<file path="src/rtl/mem_ctrl_pkg.sv">
// Shared types and constants for the memory-stage access controller.
// State encodings are fixed so the state register can be observed directly in debug.
package mem_ctrl_pkg;

    localparam int WORD_W = 16;

    typedef logic [WORD_W-1:0] word_t;

    typedef enum logic [1:0] {
        ST_IDLE  = 2'b00,
        ST_ISSUE = 2'b01,
        ST_WAIT  = 2'b10,
        ST_DONE  = 2'b11
    } state_t;

endpackage

</file>
<file path="src/rtl/mem_req_reg.sv">
// Enable-gated capture of address, store word and direction for one memory transaction.
// Holds its contents whenever i_en is low, so the request stays stable while it is outstanding.
module mem_req_reg
    import mem_ctrl_pkg::*;
(
    input  logic  clk,
    input  logic  rst,
    input  logic  i_en,
    input  word_t i_addr,
    input  word_t i_wdata,
    input  logic  i_wr,
    output word_t o_addr,
    output word_t o_wdata,
    output logic  o_wr
);

    word_t r_addr;
    word_t r_wdata;
    logic  r_wr;

    always_ff @(posedge clk) begin
        if (rst) begin
            r_addr  <= '0;
            r_wdata <= '0;
            r_wr    <= 1'b0;
        end else if (i_en) begin
            r_addr  <= i_addr;
            r_wdata <= i_wdata;
            r_wr    <= i_wr;
        end
    end

    assign o_addr  = r_addr;
    assign o_wdata = r_wdata;
    assign o_wr    = r_wr;

endmodule

</file>
<file path="src/rtl/mem_ctrl.sv">
// MEM-stage controller: turns a load/store into a req/busy/done memory transaction and stalls
// the pipeline until it completes (min 4 cycles); illegal accesses set a sticky err instead.
module mem_ctrl
    import mem_ctrl_pkg::*;
(
    input  logic              clk,
    input  logic              rst,
    input  logic              MemRead,
    input  logic              MemWrite,
    input  logic [WORD_W-1:0] Addr,
    input  logic [WORD_W-1:0] Store_Data,
    output logic              mem_req,
    output logic              mem_wr,
    output logic [WORD_W-1:0] mem_addr,
    output logic [WORD_W-1:0] mem_wdata,
    input  logic              mem_busy,
    input  logic              mem_done,
    input  logic [WORD_W-1:0] mem_rdata,
    output logic              Stall,
    output logic [WORD_W-1:0] Read_Data,
    output logic              Valid_Out,
    output logic              err
);

    state_t r_state;
    state_t w_next;
    logic   w_legal;
    logic   w_illegal;
    logic   w_capture;
    logic   r_mem_req;
    word_t  r_read_data;
    logic   r_err;

    // Misaligned or conflicting requests never reach memory.
    assign w_legal   = (MemRead ^ MemWrite) & ~Addr[0];
    assign w_illegal = (MemRead | MemWrite) & ~w_legal;

    always_ff @(posedge clk) begin
        if (rst) begin
            r_state <= ST_IDLE;
        end else begin
            r_state <= w_next;
        end
    end

    always_comb begin
        w_next    = r_state;
        Stall     = 1'b0;
        w_capture = 1'b0;
        case (r_state)
            ST_IDLE: begin
                if (w_legal) begin
                    w_capture = 1'b1;
                    Stall     = 1'b1;
                    w_next    = ST_ISSUE;
                end
            end
            ST_ISSUE: begin
                Stall = 1'b1;
                if (!mem_busy) begin
                    w_next = ST_WAIT;
                end
            end
            ST_WAIT: begin
                Stall = 1'b1;
                if (mem_done) begin
                    w_next = ST_DONE;
                end
            end
            ST_DONE: begin
                w_next = ST_IDLE;
            end
        endcase
    end

    mem_req_reg u_req_reg (
        .clk     (clk),
        .rst     (rst),
        .i_en    (w_capture),
        .i_addr  (Addr),
        .i_wdata (Store_Data),
        .i_wr    (MemWrite),
        .o_addr  (mem_addr),
        .o_wdata (mem_wdata),
        .o_wr    (mem_wr)
    );

    // Registered so mem_req is high exactly for the ISSUE cycles.
    always_ff @(posedge clk) begin
        if (rst) begin
            r_mem_req <= 1'b0;
        end else begin
            r_mem_req <= (w_next == ST_ISSUE);
        end
    end

    always_ff @(posedge clk) begin
        if (rst) begin
            r_read_data <= '0;
        end else if ((r_state == ST_WAIT) && mem_done && !mem_wr) begin
            r_read_data <= mem_rdata;
        end
    end

    always_ff @(posedge clk) begin
        if (rst) begin
            r_err <= 1'b0;
        end else if ((r_state == ST_IDLE) && w_illegal) begin
            r_err <= 1'b1;
        end
    end

    assign mem_req   = r_mem_req;
    assign Read_Data = r_read_data;
    assign Valid_Out = (r_state == ST_DONE);
    assign err       = r_err;

endmodule

</file>
<file path="config.mk">
export PLATFORM = sky130hd
export DESIGN_NAME = mem_ctrl
export DESIGN_NICKNAME = d
export VERILOG_FILES = /design/src/rtl/mem_ctrl_pkg.sv /design/src/rtl/mem_req_reg.sv /design/src/rtl/mem_ctrl.sv
export SDC_FILE = /design/constraint.sdc
export NUM_CORES = 1
export LEC_CHECK = 0
export ABC_AREA = 1
export BUFFER_PORTS_ARGS = -buffer_cell sky130_fd_sc_hd__buf_2
export CORE_MARGIN = 2
export CORE_UTILIZATION = 40
export CTS_CLUSTER_SIZE = 25
export DETAILED_ROUTE_END_ITERATION = 12
export PLACE_DENSITY_LB_ADDON = 0.08
export SLEW_MARGIN = 20
export SYNTH_ARGS = -nofsm -noshare
export SYNTH_HDL_FRONTEND = slang
export SYNTH_SLANG_ARGS = --single-unit
export TNS_END_PERCENT = 30
</file>
<file path="constraint.sdc">
create_clock -name clk -period 1.4 [get_ports clk]
set_input_delay 0 -clock clk [delete_from_list [all_inputs] [get_ports clk]]
set_output_delay 0 -clock clk [all_outputs]
set_load 0.005 [all_outputs]
</file>
==> reports/results.txt <==
Run status - finished, final reports clean
Cell Count, Final, Fillers Out - 480
CP bufs+invs - 2
F_max - 756.2 MHz
Mux cell area share after synthesis - 0%
DIE AREA - 5693 um2
Share of cells above drive strength 1 - 38.78%
Yosys warns - 0
Area delta synth->final - 62.68%
Post-synthesis sequential area ratio - 51.96%
Filler cells - 438
Crit path largest cell delay - 0.36 ns
Core Box Area - 5010 um2
Vias in the first global route - 1984
Port Buf Inserts - 106
Clk sink count - 53
Max Cap Violations - 0
Worst path required time - 1.40 ns
Critical path's slowest cell - dfxtp_2
Root buf cell - clkbuf_8
Fraction of registers with async set/reset - 0%
Dpl cells - 423
Minimum clock period - 1.322 ns
Worst Skew - 0.006962 ns
Unrepaired setup endpoints after global routing - false
IO Count - 107
Complex-gate fraction of the synthesized area - 14.58%
DRC - 0
Number of flops mapped to enable cells by yosys - 0
Dpl ws - -0.01082 ns
Post-route cell area - 3322 um2
Relative max-transition margin - 72.88%
Worst VDD drop - 0.5914 mV
Top-count cell post-synth - nand2_1
Area share of xor/xnor cells in the synthesized design - 0%
Final worst-path cycle share - 94.46%
HPWL Detailed - 3.441 mm
First-pass DRT Iterations - 4
CTS max path bufs - 2
NumNets Final - 468
Flops & latches, synth - 53
DP Area - 2665 um2
Crit path launch type - register
FF+latch area - 1064 um2
Leakage power - 0.001618 uW
Final Hold Vio Count - 0
Largest net degree at the start of global routing - 27
Cell taking the most area after synthesis - dfxtp_1
Area fraction of the dominant cell type after synthesis - 51.96%
Final setup vio count - 0
Least-Margin Pin Slew - 0.4063 ns
Initial antenna violation count - 0
Prevailing post-synth register cell - dfxtp_1
Routed via count - 2125
Chip width - 75.45 um
Routed WL - 5.373 mm
Max Slew Vio Count - 0
Net count after synthesis - 310
Std-Cell Rows - 26
Cell count after synthesis - 251
Number of vias per cell - 4.427
Min-delay worst type - in2reg
Worst Setup End Kind - output pin
Critical path's top delay family - flip-flops
Crit path max fanout - 8
Post-DR wirelength/cell - 11.19 um
Largest family of logic cells by synthesized area - simple AND/OR/NAND/NOR gates
Multi-input gate area - 882.1 um2
Antenna diode count - 0
CP cell instances - inv_2 > ha_4 > nand3_4 > a21oi_2 > buf_2
Top post-synthesis cells by count - 63 x nand2_1, 53 x dfxtp_1, 36 x nor2_1, 26 x a21oi_1, 16 x o21ai_0
RD Place Congestion - 0.7425
Mapped Avg Cell Area - 8.135 um2
Antenna Violating Nets Remaining - 0
Iter 0 DRT Violations - 65
Synthesized-area fraction occupied by adder cells - 3.064%
Starting Density - 40.76%
TritonCTS clock tree - built
Clk slew on worst S/H paths - 0.09 ns
Clk Latency, worst-skew pair - 0.30 ns
Htree depth - 2
PnR worst setup slack - 0.07758 ns
Arr. time, crit path - 1.32 ns
Post-Synth Simple-Gate Area - 23.65%
Leading post-synthesis cells by cell area - dfxtp_1 52%, nand2_1 12%, nor2_1 6.6%, a21oi_1 6.4%, a21oi_2 4.3%
Synthesized cell area - 2042 um2
Clock buffer count from CTS - 5
Die height - 75.45 um
First-pass GRT wire length - 8.259 mm
Unique cell type count in the Yosys netlist - 16
All-Layer GR Usage - 18.90%
Grt ovf - 0
Kind of critical path - reg2out
P per Cell Area - 934.1 nW/um2
placed cells by master (no fill, tap or decap), drive strengths merged:
cell type      n
nand3          5
a21oi         36
nand2         73
ha             5
o21ai         16
buf          116
clkbuf         7
clkinv         2
dlygate4sd3   48
inv           11
nor2          37
clkinvlp       1
dfxtp         53
area by class of cell:
cell class / instances / share of cell area (%)
Inverter: 13 / 1.695
Clock buffer: 7 / 2.900
Clock inverter: 1 / 0.1507
Sequential cell: 53 / 32.02
Multi-Input combinational cell: 172 / 26.55
Tap cell: 70 / 2.637
Timing Repair Buffer: 164 / 34.05
per-layer routing:
metal,routed length [um],vias up,global-route usage [%]
met5,0,-,0
met4,70,0,5.848
met3,315,5,4.894
met2,2630,64,34.59
met1,2356,947,21.43
li1,-,1109,-
metrics by stage:
step                hold WS (ns)  setup TNS, ns  util, %  power, uW
floorplan                 0.1349              0        -       1878
global placement          0.2239              0    53.20       2084
detailed placement        0.2365       -0.01082    53.20       2087
CTS                      0.03556              0    65.53       3125
global route             0.04175              0    66.31       3251
finish                   0.03269              0    66.31       3103
where the power goes:
group          total, uW  internal (uW)  switching, uW
Clock                929            448            481
Sequential          1620           1580           36.7
Combinational        559            305            254
Total               3100           2330            772
cells by family after synthesis:
logic type,Yosys count
AO/OA/AOI/OAI,52
adder cells (fa/ha/maj),5
buffers and inverters,26
flip-flops,53
AND/OR/NAND/NOR,115
what timing repair did:
| item | in CTS | in global routing |
|---|---|---|
| hold buffers | 48 | 0 |
| setup buffers | 1 | 0 |
| hold endpoints to repair | 48 | 0 |
| cloned | 0 | 0 |
| pin swaps | 0 | 1 |
| gates resized for setup | 3 | 14 |
| endpoints found under the setup margin | 31 | 36 |
final timing paths:
path / from / end / slack (ns) / depth (start not counted)
max: r_state[1]$_SDFF_PP0_ / Stall / 0.08 / 5
max reg2reg: r_state[0]$_SDFF_PP0_ / Read_Data[10]$_SDFFE_PP0P_ / 0.11 / 8
min reg2reg: u_req_reg.o_wdata[14]$_SDFFE_PP0P_ / u_req_reg.o_wdata[14]$_SDFFE_PP0P_ / 0.46 / 2
min: rst / u_req_reg.o_addr[9]$_SDFFE_PP0P_ / 0.03 / 2
Power figures use the tool's default switching activity.
